--- src/rtl/noc_recv_endpoint_pkg.sv ---
// Shared types, defaults and flit-format helpers for the NoC receive endpoint.
// Flit layout (MSB..LSB): {valid, tail, dest, vc, data}.
package noc_recv_endpoint_pkg;

    localparam int FLIT_DATA_WIDTH_DEF = 32;
    localparam int NUM_VCS_DEF         = 2;
    localparam int NUM_RECV_PORTS_DEF  = 4;
    localparam int BUF_DEPTH_DEF       = 4;

    typedef enum logic {
        ARB_IDLE   = 1'b0,
        ARB_LOCKED = 1'b1
    } arb_state_e;

    function automatic int vc_bits_of(input int num_vcs);
        return (num_vcs > 1) ? $clog2(num_vcs) : 1;
    endfunction

    function automatic int dest_bits_of(input int num_ports);
        return $clog2(num_ports);
    endfunction

    function automatic int flit_w_of(input int data_w, input int num_vcs, input int num_ports);
        return 2 + dest_bits_of(num_ports) + vc_bits_of(num_vcs) + data_w;
    endfunction

    function automatic int cr_w_of(input int num_vcs);
        return 1 + vc_bits_of(num_vcs);
    endfunction

endpackage

--- src/rtl/noc_recv_endpoint_fifo.sv ---
// Per-VC flit FIFO. Pointers carry one extra wrap bit to tell full from empty.
// A push into a full FIFO is accepted only when a pop frees a slot in the same cycle.
module noc_vc_fifo #(
    parameter int WIDTH = 35,
    parameter int DEPTH = 4
) (
    input  logic             CLK,
    input  logic             RST_N,
    input  logic             push,
    input  logic             pop,
    input  logic [WIDTH-1:0] din,
    output logic [WIDTH-1:0] dout,
    output logic             empty,
    output logic             full
);

    localparam int AW = $clog2(DEPTH);

    logic [WIDTH-1:0] mem_q [DEPTH];
    logic [AW:0]      wr_ptr_q, wr_ptr_d;
    logic [AW:0]      rd_ptr_q, rd_ptr_d;
    logic             wr_en;
    logic             rd_en;

    assign empty = (wr_ptr_q == rd_ptr_q);
    assign full  = (wr_ptr_q[AW] != rd_ptr_q[AW]) &&
                   (wr_ptr_q[AW-1:0] == rd_ptr_q[AW-1:0]);

    assign rd_en = pop && !empty;
    assign wr_en = push && (!full || rd_en);

    assign wr_ptr_d = wr_en ? wr_ptr_q + (AW+1)'(1) : wr_ptr_q;
    assign rd_ptr_d = rd_en ? rd_ptr_q + (AW+1)'(1) : rd_ptr_q;

    assign dout = mem_q[rd_ptr_q[AW-1:0]];

    always_ff @(posedge CLK or negedge RST_N) begin
        if (!RST_N) begin
            wr_ptr_q <= '0;
            rd_ptr_q <= '0;
        end else begin
            wr_ptr_q <= wr_ptr_d;
            rd_ptr_q <= rd_ptr_d;
        end
    end

    // Storage needs no reset: the pointers alone decide what is valid.
    always_ff @(posedge CLK) begin
        if (wr_en) begin
            mem_q[wr_ptr_q[AW-1:0]] <= din;
        end
    end

endmodule

--- src/rtl/noc_recv_endpoint.sv ---
// Receive endpoint: buffers network flits per VC, hands whole packets to the user
// over valid/ready, and returns one credit per consumed flit on the following cycle.
module noc_recv_endpoint
    import noc_recv_endpoint_pkg::*;
#(
    parameter int FLIT_DATA_WIDTH = FLIT_DATA_WIDTH_DEF,
    parameter int NUM_VCS         = NUM_VCS_DEF,
    parameter int NUM_RECV_PORTS  = NUM_RECV_PORTS_DEF,
    parameter int BUF_DEPTH       = BUF_DEPTH_DEF,
    localparam int DEST_BITS      = dest_bits_of(NUM_RECV_PORTS),
    localparam int VC_BITS        = vc_bits_of(NUM_VCS),
    localparam int FLIT_W         = flit_w_of(FLIT_DATA_WIDTH, NUM_VCS, NUM_RECV_PORTS),
    localparam int CR_W           = cr_w_of(NUM_VCS)
) (
    input  logic                       CLK,
    input  logic                       RST_N,
    input  logic [FLIT_W-1:0]          flit_in,
    output logic [CR_W-1:0]            credit_out,
    output logic                       credit_en,
    output logic                       out_valid,
    input  logic                       out_ready,
    output logic [FLIT_DATA_WIDTH-1:0] out_data,
    output logic                       out_tail,
    output logic [VC_BITS-1:0]         out_vc,
    output logic [DEST_BITS-1:0]       out_dest,
    output logic [15:0]                pkt_count,
    output logic                       overflow_err
);

    localparam int FIFO_W   = 1 + DEST_BITS + FLIT_DATA_WIDTH;
    localparam int VC_LSB   = FLIT_DATA_WIDTH;
    localparam int DEST_LSB = FLIT_DATA_WIDTH + VC_BITS;

    logic                       in_valid;
    logic                       in_tail;
    logic [DEST_BITS-1:0]       in_dest;
    logic [VC_BITS-1:0]         in_vc;
    logic [FLIT_DATA_WIDTH-1:0] in_data;

    assign in_valid = flit_in[FLIT_W-1];
    assign in_tail  = flit_in[FLIT_W-2];
    assign in_dest  = flit_in[DEST_LSB +: DEST_BITS];
    assign in_vc    = flit_in[VC_LSB +: VC_BITS];
    assign in_data  = flit_in[FLIT_DATA_WIDTH-1:0];

    logic [NUM_VCS-1:0] push;
    logic [NUM_VCS-1:0] pop_vc;
    logic [NUM_VCS-1:0] empty;
    logic [NUM_VCS-1:0] full;
    logic [NUM_VCS-1:0] drop;
    logic [FIFO_W-1:0]  head [NUM_VCS];

    arb_state_e           state_q, state_d;
    logic [VC_BITS-1:0]   lock_vc_q, lock_vc_d;
    logic [VC_BITS-1:0]   rr_ptr_q, rr_ptr_d;
    logic [CR_W-1:0]      credit_q, credit_d;
    logic [15:0]          pkt_q, pkt_d;
    logic                 ovf_q, ovf_d;

    logic [VC_BITS-1:0]   grant;
    logic [VC_BITS-1:0]   cand;
    logic                 found;
    int                   idx;
    logic [FIFO_W-1:0]    head_sel;
    logic                 head_valid;
    logic                 head_tail;
    logic                 pop;

    for (genvar v = 0; v < NUM_VCS; v++) begin : g_vc
        assign push[v]   = in_valid && (in_vc == VC_BITS'(v));
        assign pop_vc[v] = pop && (grant == VC_BITS'(v));
        // A same-cycle pop of this VC makes room, so only an unrelieved full push is lost.
        assign drop[v]   = push[v] && full[v] && !pop_vc[v];

        noc_vc_fifo #(
            .WIDTH (FIFO_W),
            .DEPTH (BUF_DEPTH)
        ) u_fifo (
            .CLK   (CLK),
            .RST_N (RST_N),
            .push  (push[v]),
            .pop   (pop_vc[v]),
            .din   ({in_tail, in_dest, in_data}),
            .dout  (head[v]),
            .empty (empty[v]),
            .full  (full[v])
        );
    end

    always_comb begin
        grant = lock_vc_q;
        cand  = '0;
        found = 1'b0;
        idx   = 0;
        if (state_q == ARB_IDLE) begin
            grant = rr_ptr_q;
            for (int i = 0; i < NUM_VCS; i++) begin
                idx = int'(rr_ptr_q) + i;
                if (idx >= NUM_VCS) begin
                    idx = idx - NUM_VCS;
                end
                cand = VC_BITS'(idx);
                if (!found && !empty[cand]) begin
                    found = 1'b1;
                    grant = cand;
                end
            end
        end
    end

    assign head_sel   = head[grant];
    assign head_valid = !empty[grant];
    assign head_tail  = head_sel[FIFO_W-1];
    assign pop        = head_valid && out_ready;

    always_comb begin
        state_d   = state_q;
        lock_vc_d = lock_vc_q;
        rr_ptr_d  = rr_ptr_q;
        credit_d  = '0;
        pkt_d     = pkt_q;
        ovf_d     = ovf_q || (|drop);
        if (pop) begin
            credit_d = {1'b1, grant};
            if (head_tail) begin
                state_d  = ARB_IDLE;
                rr_ptr_d = (grant == VC_BITS'(NUM_VCS - 1)) ? '0 : grant + VC_BITS'(1);
                pkt_d    = pkt_q + 16'd1;
            end else begin
                state_d   = ARB_LOCKED;
                lock_vc_d = grant;
            end
        end
    end

    always_ff @(posedge CLK or negedge RST_N) begin
        if (!RST_N) begin
            state_q   <= ARB_IDLE;
            lock_vc_q <= '0;
            rr_ptr_q  <= '0;
            credit_q  <= '0;
            pkt_q     <= '0;
            ovf_q     <= 1'b0;
        end else begin
            state_q   <= state_d;
            lock_vc_q <= lock_vc_d;
            rr_ptr_q  <= rr_ptr_d;
            credit_q  <= credit_d;
            pkt_q     <= pkt_d;
            ovf_q     <= ovf_d;
        end
    end

    // Head fields are forced to zero when nothing is offered so idle outputs stay quiet.
    assign out_valid    = head_valid;
    assign out_data     = head_valid ? head_sel[FLIT_DATA_WIDTH-1:0] : '0;
    assign out_dest     = head_valid ? head_sel[FLIT_DATA_WIDTH +: DEST_BITS] : '0;
    assign out_tail     = head_valid && head_tail;
    assign out_vc       = head_valid ? grant : '0;
    assign credit_out   = credit_q;
    assign credit_en    = credit_q[CR_W-1];
    assign pkt_count    = pkt_q;
    assign overflow_err = ovf_q;

endmodule

--- config.mk ---
export PLATFORM = sky130hd
export DESIGN_NAME = noc_recv_endpoint
export DESIGN_NICKNAME = d
export VERILOG_FILES = /design/src/rtl/noc_recv_endpoint_pkg.sv /design/src/rtl/noc_recv_endpoint_fifo.sv /design/src/rtl/noc_recv_endpoint.sv
export SDC_FILE = /design/constraint.sdc
export NUM_CORES = 1
export LEC_CHECK = 0
export ABC_AREA = 1
export CELL_PAD_IN_SITES_DETAIL_PLACEMENT = 1
export CELL_PAD_IN_SITES_GLOBAL_PLACEMENT = 1
export CORE_MARGIN = 10
export CORE_UTILIZATION = 45
export CTS_BUF_LIST = sky130_fd_sc_hd__clkbuf_16
export DETAILED_ROUTE_END_ITERATION = 7
export GPL_ROUTABILITY_DRIVEN = 0
export PLACE_DENSITY_LB_ADDON = 0.2
export SYNTH_ARGS = -nofsm -noshare
export SYNTH_HDL_FRONTEND = slang
export SYNTH_SLANG_ARGS = --single-unit
--- constraint.sdc ---
create_clock -name CLK -period 5.2 [get_ports CLK]
set_input_delay 0.78 -clock CLK [delete_from_list [all_inputs] [get_ports CLK]]
set_output_delay 0.78 -clock CLK [all_outputs]
set_load 0.02 [all_outputs]
==> impl_results.md <==
* Min-delay worst type: in2async
* Status: completed
* Final Max Slew Viols at 0
* Port bufs at 96
* Num CTS Buffers at 34
* # hold bufs at CTS at 0
* Worst path required time at 4.42 ns
* Kind of critical path: reg2out
* Setup tns final at 0 ns
* Overall routed net length at 33.3 mm
* Post-synth top area share at 0.647
* Post-route DRC at 0
* Layout cells sized above 1 at 0.0778
* Slew of the pin with the lowest slew margin at 0.879 ns
* Pwr per Cell Area at 676 nW/um^2
* #FFs+latches synth at 314
* Area delta synth->final at 19.0%
* First-pass GRT wire length at 52.8 mm
* Post-CTS Repair Setup Buffers at 0
* CTS tree: done
* GRT Resource Usage Total at 0.184
* Layout Utilization at 0.541
* Cell Int Power at 6.21 mW
* Skew final at 0.0143 ns
* Die W at 190 um
* H-tree levels at 2
* # IOs at 97
* # fillers at 2913
* Syn avg cell area at 12.2 um^2
* CP Max Fanout at 35
* Max-cap viol count at 0
* Static leakage at 5.57 nW
* Crit path time final at 4.66 ns
* Cells after DPL at 1506
* Final ANT Viol Nets at 0
* Sw frac at 0.406
* Final Hold Vio Count at 0
* Sequential fraction of the synthesis area at 0.712
* Uppermost layer routed: met4
* Hold slack final at 0.374 ns
* Worst-path clk slew at 0.06 ns
* Ys Warns at 0
* First DRT Iteration DRCs at 631
* Final setup viols at 0
* DR WL/cell at 21.3 um
* Post-Syn Nets at 1117
* CTS sink count at 314
* Netlist cell types at 31
* Cell count after synthesis at 1066
* Area leader, netlist: edfxtp_1
* Comb pwr share at 0.461
* Area contributors post-synth: edfxtp_1 (65%), nand2_1 (8.3%), dfrtp_1 (6.5%), a21oi_1 (4.0%), a32o_1 (2.6%)
* Die H at 190 um
* Post-DP HPWL at 19.9 mm
* Core ar. at 28600 um^2
* Antenna violations before repair at 0
* Psw at 4.25 mW
* Slew margin rel. at 0.414
* Largest net degree at the start of global routing at 73
* Root buf cell: clkbuf_16
* CP endpoint kind: primary output
* Nets@finish at 1209
* Vias in the first global route at 9387
* Fmax at 215 MHz
* Synth Cell Area at 13000 um^2
* WL met2 at 16.5 mm
* Initial Utilization at 0.454
* Via count at 8700
* Finished layout cell area at 15500 um^2
* Wire length on met3 at 1.71 mm
* Global route total overflow at 0
* Clock power share at 0.226
* Maximum VDD drop at 0.000440 V
* Sequential power share at 0.313
* Full die area at 36100 um^2
* Clock Tree Buf Depth at 3
* Unrepaired setup endpoints after global routing: false
* Rows at 62
* Clk_lat worst skew at 0.51 ns
* Fin crit share at 0.896
* DR vias/cell at 5.56
* Routed length on met1 at 14.5 mm
* Antenna Cells at 0
* Data arrival time of the critical path at 3.88 ns
* Post-CTS resize count at 0
* Startpoint Class: flop
* Non-filler cells, final at 1566
* DR pass1 iterations at 5
* DP Area at 14400 um^2
placed cells by master (no fill, tap or decap), types with 5 or more instances in the layout:
master           count
nand2_1            289
edfxtp_1           280
a21oi_1            105
clkdlybuf4s50_1     95
nor2_1              54
o21ai_0             39
inv_1               35
clkbuf_16           35
a22oi_1             34
a32o_1              34
dfrtp_1             32
buf_4               21
nand3_1             19
nand4_1             19
xor2_1              14
clkinv_1            12
ha_1                11
xnor2_1              8
nor2_4               8
nor3_1               6
nand2_2              5
cells in the mapped netlist:
master / instances
or2_2: 1
a32o_1: 34
a21oi_1: 105
inv_2: 4
o22ai_1: 2
nand3_1: 19
o21ai_1: 1
nand2_2: 5
dfrtp_1: 34
nand3_4: 2
nand2_1: 289
buf_6: 2
a22oi_1: 34
o21ai_0: 39
edfxtp_1: 280
nand3_2: 1
clkinv_1: 1
nand3b_1: 1
nand2_4: 2
xnor2_1: 8
buf_1: 8
inv_4: 1
xor2_1: 14
inv_1: 30
ha_1: 11
nor3_1: 6
buf_4: 3
nand4_1: 19
buf_2: 10
clkbuf_1: 38
nor2_1: 62
worst max-delay path: stages (launching register included):
cell,delay (ns)
dfrtp_2,0.72
nand2_1,0.13
nand2_2,0.13
nand3_4,0.10
nor2_1,0.10
nor2_1,0.06
nand2_2,0.11
nand2_4,0.18
nand2_1,0.14
nand2_2,0.28
inv_2,0.68
nor2_1,0.11
clkdlybuf4s50_1,0.59
area by class of cell:
type                    count  area [um^2]  share of cell area
clock inverters            25          209              0.0135
repair buffers            117         1110              0.0720
clock buffers              35          876              0.0566
inverters                  36          138             0.00889
multi-input cells         655         3400               0.220
well taps                 384          480              0.0310
flip-flops and latches    314         9260               0.598
through the flow:
stage                     power, mW  setup slack (ns)
after CTS                      10.6             0.388
after floorplan                6.22              1.75
after detailed placement       8.20             0.910
after global placement         8.05              1.13
final                          10.5             0.541
after global routing           11.1             0.182
sequential cells by signal, summed over array words and instances (netlist names):
name / count
lock_vc_q: 1
state_q: 1
g_vc.u_fifo.wr_ptr_q: 6
credit_out: 2
rr_ptr_q: 1
g_vc.u_fifo.rd_ptr_q: 6
overflow_err: 1
g_vc.u_fifo.mem_q: 280
pkt_count: 16
path summary, 6_finish.rpt:
check / start / endpoint / slack (ns) / depth (start not counted)
max reg2reg: g_vc[0].u_fifo.rd_ptr_q[0]$_DFFE_PN0P_ / g_vc[0].u_fifo.mem_q[1][22]$_DFFE_PP_ / 0.90 / 14
min in group CLK: rr_ptr_q$_DFFE_PN0P_ / rr_ptr_q$_DFFE_PN0P_ / 0.48 / 2
max: g_vc[0].u_fifo.rd_ptr_q[0]$_DFFE_PN0P_ / out_data[16] / 0.54 / 12
min: RST_N / g_vc[1].u_fifo.rd_ptr_q[1]$_DFFE_PN0P_ / 0.37 / 1
min reg2reg: rr_ptr_q$_DFFE_PN0P_ / rr_ptr_q$_DFFE_PN0P_ / 0.48 / 2
max in group asynchronous: RST_N / g_vc[1].u_fifo.rd_ptr_q[0]$_DFFE_PN0P_ / 4.27 / 1
kinds of logic (layout without fill, tap and decap cells):
group	Yosys count	in the layout	synth area share
AOI/OAI and AO/OA	215	215	0.103
xor gates and xnor gates	22	22	0.0148
adders and majority gates	11	11	0.0106
buffers and inverters	97	213	0.0312
DFF	314	314	0.712
and+or+nand+nor	407	407	0.129
power groups by stage:
stage                     combinational, mW  clock, mW  sequential (mW)
final                                  4.82       2.36             3.28
after global routing                   5.28       2.53             3.31
after CTS                              4.92       2.41             3.28
after detailed placement               4.87          0             3.33
after global placement                 4.74          0             3.31
after floorplan                        2.93          0             3.29
layer usage:
layer,GRT usage,vias to the layer above
met5,0,-
met4,0.0507,0
met3,0.0293,42
met2,0.316,200
met1,0.237,4448
li1,-,4010
(Power assumes the default switching activity.)
